--- src/rtl/unary_op_pkg.sv ---
// Shared opcode encoding for the unary-op datapath.
package unary_op_pkg;

  localparam int OP_W = 3;

  typedef enum logic [OP_W-1:0] {
    OP_LNOT = 3'd0,
    OP_BNOT = 3'd1,
    OP_RAND = 3'd2,
    OP_ROR  = 3'd3,
    OP_RXOR = 3'd4,
    OP_NEG  = 3'd5
  } op_e;

endpackage

--- src/rtl/unary_alu.sv ---
// Combinational unary ALU: 1-bit results are zero-extended to WIDTH,
// opcodes 6 and 7 give a zero result with err set.
module unary_alu
  import unary_op_pkg::*;
#(
  parameter int WIDTH = 4
) (
  input  logic [OP_W-1:0]  op,
  input  logic [WIDTH-1:0] a,
  output logic [WIDTH-1:0] y,
  output logic             err
);

  // opcode decode and evaluation
  always_comb begin
    y   = '0;
    err = 1'b0;
    case (op)
      OP_LNOT: y = {{(WIDTH-1){1'b0}}, ~|a};
      OP_BNOT: y = ~a;
      OP_RAND: y = {{(WIDTH-1){1'b0}}, &a};
      OP_ROR:  y = {{(WIDTH-1){1'b0}}, |a};
      OP_RXOR: y = {{(WIDTH-1){1'b0}}, ^a};
      OP_NEG:  y = -a;
      default: err = 1'b1;
    endcase
  end

endmodule

--- src/rtl/unary_op_arbiter.sv ---
// Two-requester round-robin front end for the shared unary ALU, with a
// one-entry valid/ready result register and an accepted-op counter.
//
// state    | meaning
// ---------+-----------------------------------------------
// ST_EMPTY | result register holds nothing, out_valid = 0
// ST_FULL  | result register holds a result, out_valid = 1
module unary_op_arbiter
  import unary_op_pkg::*;
#(
  parameter int WIDTH = 4,
  parameter int CNT_W = 8
) (
  input  logic             clk,
  input  logic             rst,
  input  logic             req0_valid,
  output logic             req0_ready,
  input  logic [OP_W-1:0]  req0_op,
  input  logic [WIDTH-1:0] req0_a,
  input  logic             req1_valid,
  output logic             req1_ready,
  input  logic [OP_W-1:0]  req1_op,
  input  logic [WIDTH-1:0] req1_a,
  output logic             out_valid,
  input  logic             out_ready,
  output logic [WIDTH-1:0] out_data,
  output logic             out_tag,
  output logic             out_err,
  output logic [CNT_W-1:0] op_count
);

  typedef enum logic {ST_EMPTY = 1'b0, ST_FULL = 1'b1} state_e;

  state_e           r_state;
  state_e           w_state_nxt;
  logic             r_last_grant;
  logic [WIDTH-1:0] r_data;
  logic             r_tag;
  logic             r_err;
  logic [CNT_W-1:0] r_count;

  logic             w_can_accept;
  logic             w_gnt0;
  logic             w_gnt1;
  logic             w_accept;
  logic [OP_W-1:0]  w_op;
  logic [WIDTH-1:0] w_a;
  logic [WIDTH-1:0] w_y;
  logic             w_err;

  // Under contention the requester that did not win last time gets the grant.
  assign w_can_accept = (r_state == ST_EMPTY) || out_ready;
  assign w_gnt0       = req0_valid && (!req1_valid || r_last_grant);
  assign w_gnt1       = req1_valid && (!req0_valid || !r_last_grant);
  assign w_accept     = (w_gnt0 || w_gnt1) && w_can_accept;

  assign req0_ready = w_gnt0 && w_can_accept;
  assign req1_ready = w_gnt1 && w_can_accept;

  assign w_op = w_gnt1 ? req1_op : req0_op;
  assign w_a  = w_gnt1 ? req1_a  : req0_a;

  unary_alu #(.WIDTH(WIDTH)) u_alu (
    .op  (w_op),
    .a   (w_a),
    .y   (w_y),
    .err (w_err)
  );

  // result register occupancy state
  always_ff @(posedge clk) begin
    if (rst) r_state <= ST_EMPTY;
    else     r_state <= w_state_nxt;
  end

  // occupancy next-state: a same-cycle consume plus accept stays FULL
  always_comb begin
    w_state_nxt = r_state;
    case (r_state)
      ST_EMPTY: if (w_accept)               w_state_nxt = ST_FULL;
      ST_FULL:  if (out_ready && !w_accept) w_state_nxt = ST_EMPTY;
      default:                              w_state_nxt = ST_EMPTY;
    endcase
  end

  // result payload, grant history and counter update only on acceptance
  always_ff @(posedge clk) begin
    if (rst) begin
      r_data       <= '0;
      r_tag        <= 1'b0;
      r_err        <= 1'b0;
      r_count      <= '0;
      r_last_grant <= 1'b1;
    end else if (w_accept) begin
      r_data       <= w_y;
      r_tag        <= w_gnt1;
      r_err        <= w_err;
      r_count      <= r_count + CNT_W'(1);
      r_last_grant <= w_gnt1;
    end
  end

  assign out_valid = (r_state == ST_FULL);
  assign out_data  = r_data;
  assign out_tag   = r_tag;
  assign out_err   = r_err;
  assign op_count  = r_count;

endmodule
--- config.mk ---
export PLATFORM = sky130hd
export DESIGN_NAME = unary_op_arbiter
export DESIGN_NICKNAME = d
export VERILOG_FILES = /design/src/rtl/unary_op_pkg.sv /design/src/rtl/unary_alu.sv /design/src/rtl/unary_op_arbiter.sv
export SDC_FILE = /design/constraint.sdc
export NUM_CORES = 1
export LEC_CHECK = 0
export BUFFER_PORTS_ARGS = -buffer_cell sky130_fd_sc_hd__buf_2
export CAP_MARGIN = 20
export CORE_MARGIN = 10
export CORE_UTILIZATION = 33
export DETAILED_ROUTE_END_ITERATION = 10
export PLACE_DENSITY = 0.62
export SLEW_MARGIN = 20
export SYNTH_ARGS = -nofsm -noshare
export SYNTH_HDL_FRONTEND = slang
export SYNTH_SLANG_ARGS = --single-unit
--- constraint.sdc ---
create_clock -name clk -period 2.4 [get_ports clk]
set_input_delay 0.24 -clock clk [delete_from_list [all_inputs] [get_ports clk]]
set_output_delay 0.24 -clock clk [all_outputs]
set_load 0.02 [all_outputs]
# Word-level counts from Yosys, hierarchy flattened
# Index checks and enable logic that the tools add are counted.
# op_classes
n_eq_ne,5
n_reduce_logical,20
bitwise,2
mux,7
add_sub_neg,2
# ops
operator,count
4-bit case mux with 6 select lines,1
"8-bit by 1-bit adder with 8-bit output, second input constant",1
"3-bit by 2-bit == test with 1-bit output, second input constant",2
"3-bit == test, second input constant",2
1-bit logical AND,6
6-bit OR reduction,1
1-bit logical NOT,5
1-bit logical OR,4
4-bit two-way mux,1
4-bit negator,1
4-bit NOT,1
4-bit AND reduction,1
4-bit OR reduction,1
4-bit XOR reduction,1
"3-bit by 1-bit == test with 1-bit output, second input constant",1
3-bit logical NOT,1
1-bit two-way mux,3
3-bit two-way mux,1
1-bit case mux with 2 select lines,1
1-bit NOT,1
# totals
word_cells,42
inputBits,19
output_inout_bits,17
regBits,16

# Depth between registers and ports, before layout
# logic_depth
depth_word,9
depth_mapped,9
ltp_nobuf,8

# Modules after synthesis
# From an unflattened synthesis, not the netlist that was laid out.
# hier_totals
cells_unflattened,116
hier_area_um2,965.9
# modules_own_cells
module,seq_area_each_um2,n_inst,area_each_um2,cells_per_inst
unary_op_arbiter,320.3,1,743.2,86
unary_alu,0.0,1,222.7,30

# Worst setup path before layout
# OpenSTA, ideal clock, no wires.
# synth_path
path_kind,register to register
startpoint,reg r_last_grant
endpoint,reg r_data[0] (netlist: out_data[0])
setup_slack_ns,0.526
stages_incl_launch_ff,10
arrival_ns,1.799
setup_ns,0.074
period_less_slack_ns,1.874
cell_sequence,dfxtp_1 -> a21bo_2 -> buf_2 -> nand2_1 -> nand2_1 -> ha_1 -> xnor2_1 -> nor4b_1 -> o22ai_1 -> a31oi_1
# synth_via
elab_chain_len,7
word_cells_on_any_way,22
# synth_lines
element,line,text
"start, declared",unary_op_arbiter.sv:36,logic r_last_grant;
"start signal, assigned",unary_op_arbiter.sv:99,r_last_grant <= w_gnt1;
branches (longest 7 deep; another with 4-bit negator),n/a,
"end signal, assigned",unary_op_arbiter.sv:95,r_data <= w_y;
"end, declared",unary_op_arbiter.sv:37,logic [WIDTH-1:0] r_data;
# Parallel ways; which one is timed is not known.
# A chain may end at the register's enable or synchronous reset.

# Final worst setup path
# Ends and elaborated chain as after synthesis.

==> run_results.csv <==
group,metric,value,unit
run_status,outcome,"finished, final reports clean",
timing,hold_viol_final,0,
pwr,p_int,0.453,mW
pwr,p_sw_frac,0.315,
placement,portBuffers,35,
timing,setup_ws,0.388,ns
synthesis,ys_seq_area_frac,0.309,
timing,rsz0062_at_grt,"false",
worst_setup_path,start_kind,"flop",
timing,period_share,0.838,
die,start_util,0.343,
global_route,grt_pass1_wl,4760,um
placement,gp_congestion,0.888,
worst_setup_path,critical_path.slowest_cell,"dfxtp_1",
die,dieHeight,76.1,um
drt,vias,1041,
worst_setup_path,crit_chain,"a21bo_2 -> nand2_1 -> nand2_1 -> ha_1 -> xnor2_1 -> nor4b_1 -> o22ai_1 -> a31oi_1",
timing,setup_violations,0,
drt,routedWlPerCell,13.4,um
drt,drt_iter0_markers,28,
clock_tree,postCtsHoldBufs,0,
worst_setup_path,critPathCaptureType,"flop",
clock_tree,clk_transition_reported_paths,0.09,ns
clock_tree,cts_resized,0,
pwr,combPwrFrac,0.286,
synthesis,syn_area_per_cell,8.30,um2
die,dieArea,5790,um2
synthesis,netlist_area,1040,um2
worst_setup_path,critical_path_arrival,2.24,ns
synthesis,synthesis.nets,146,
synthesis,yosysMostFrequentCell,"dfxtp_1",
run,maxCapViolCount,0,
synthesis,synth_edf_count,0,
clock_tree,root_buffer,"clkbuf_4",
synthesis,synth.top_cell.area_share,0.309,
synthesis,synthDistinctLibCells,34,
global_route,antenna_found_initial,0,
layout,drive_above_1_share,0.282,
synthesis,syn-instance-count,125,
synthesis,synth_flop_cell,"dfxtp_1",
die,row_count,20,
synthesis,netlist_top_cells_area,"dfxtp_1 31%, xor2_1 7.6%, mux2i_1 6.8%",
layout,nets,185,
worst_setup_path,crit_top_cell,"nand2_1",
clock_tree,cts_buffers,3,
synthesis,synth-seq-cells,16,
drt,wirelength,2780,um
timing,finalHoldWorstSlack,0.254,ns
pwr,pwr-share-clk,0.273,
timing,fmax,0.497,GHz
timing,min_period,2.01,ns
worst_setup_path,slowest_delay,0.42,ns
clock_tree,cts_tree,"built",
synthesis,synthTopCellsByCount,"16 x dfxtp_1, 15 x nand2_1, 15 x nor2_1",
clock_tree,clock-sinks,16,
pwr,p_leak,0.595,nW
worst_setup_path,critical_path_required,2.63,ns
worst_setup_path,path_class,"reg2reg",
synthesis,yosys.area.top_type,"dfxtp_1",
timing,slew_headroom,0.725,
timing,finalSetupTns,0,ns
clock_tree,worst_skew_pair.late_latency,0.29,ns
worst_setup_path,crit_family,"compound AO/OA/AOI/OAI gates",
clock_tree,htreeDepth,1,
pwr,pwr-share-seq,0.441,
pwr,switchingPower,0.208,mW
worst_setup_path,cp_max_fo,12,
pwr,powerDensity,507,nW/um2
timing,drv_slew,0,
global_route,grt_pass1_vias,1070,
timing,max_slew.worst_pin.slew,0.409,ns
global_route,grt_max_degree,17,
worst_hold_path,hp-class,"in2reg",
layout,fillCellCount,317,
die,io_pins,36,
synthesis,yosys_warnings,0,
worst_setup_path,rrSetupSlack,0.39,ns
layout,area_growth,25.6,%
synthesis,async_flop_share,0,
drt,avgViaCountPerCell,5.03,
die,core-area,3030,um2
drt,firstDrtPassIters,4,
clock_tree,cts_buffer_depth,2,
global_route,grt-ovfl-total,0,
clock_tree,cts_setup_buffers,0,
drt,ant_nets,0,
timing,finClkSkew,0.00156,ns
placement,dp_hpwl,2260,um
layout,diodes,0,
placement,dp_slack,0.414,ns
die,die_x,76.1,um
global_route,track_usage,0.0959,
worst_setup_path,crit_buf_inv,0,
drt,drc,0,
pwr,ir_drop,0.138,mV
## worst register-to-register path: cells and delay by family, from the launching register on
family                   cells  cell delay (ns)
XOR/XNOR                     1             0.14
AND/OR/NAND/NOR              3             0.45
flip-flops                   1             0.42
AO/OA/AOI/OAI                3             0.65
adder cells (fa/ha/maj)      1             0.27
## metrics by stage
step / util / total power, mW / area [um2] / std cells
2_1_floorplan: - / 0.419 / 1040 / 125
4_1_cts: 0.430 / 0.667 / 1300 / 207
5_1_grt: 0.430 / 0.705 / 1300 / 207
3_3_place_gp: 0.418 / 0.482 / 1270 / 203
6_report: 0.430 / 0.660 / 1300 / 207
3_5_place_dp: 0.418 / 0.487 / 1270 / 203
## registers in the layout, summed over array words and instances (netlist names)
name,count
r_last_grant,1
out_tag,1
out_err,1
out_valid,1
out_data,4
op_count,8
## cell families after synthesis
| kind of cell | Yosys count | synth area share |
|---|---|---|
| XOR/XNOR | 16 | 0.135 |
| buffers and inverters | 4 | 0.0157 |
| adder cells (fa/ha/maj) | 2 | 0.0241 |
| multiplexers | 8 | 0.0784 |
| AO/OA/AOI/OAI | 20 | 0.139 |
| AND/OR/NAND/NOR | 59 | 0.299 |
| flip-flops | 16 | 0.309 |
## layout by cell type (no fill, tap or decap), types with 4 or more instances in the layout
cell     netlist  final
a21oi_1        5      5
o21ai_0        4      4
xor2_1         9      9
nand2_1       15     15
buf_2          1     35
mux2i_1        7      7
nor3_1         5      5
dfxtp_1       16     16
nor4b_1        4      4
xnor2_1        7      7
nor3b_1        4      4
nor2_1        15     15
## path summary, 6_finish.rpt
path,startpoint,end,cells after the start
max reg2reg,r_last_grant$_SDFFE_PP1P_,out_data[0]$_SDFFE_PP0P_,8
min reg2reg,out_data[1]$_SDFFE_PP0P_,out_data[1]$_SDFFE_PP0P_,2
min,req1_valid,r_last_grant$_SDFFE_PP1P_,3
max,r_last_grant$_SDFFE_PP1P_,out_data[0]$_SDFFE_PP0P_,8
## power by group through the flow
stage | logic [mW] | clock network (mW) | registers [mW]
floorplan | 0.108 | 0 | 0.312
global placement | 0.185 | 0 | 0.297
detailed placement | 0.190 | 0 | 0.298
CTS | 0.190 | 0.185 | 0.291
global route | 0.208 | 0.203 | 0.294
finish | 0.189 | 0.180 | 0.291
## area by class of cell
cell class / count / area, um2 / area share
Inverter: 2 / 7.51 / 0.00576
Multi-Input combinational cell: 105 / 701 / 0.538
Sequential cell: 16 / 320 / 0.246
Clock buffer: 4 / 36.3 / 0.0279
Tap cell: 44 / 55.1 / 0.0423
Timing Repair Buffer: 36 / 183 / 0.140
## layer usage
metal	global-route usage	vias up	part of all wire
met5	0	-	0
met4	0.0688	0	0.026
met3	0.0259	5	0.057
met2	0.142	33	0.43
met1	0.116	484	0.49
li1	-	519	-
Power figures use the tool's default switching activity.
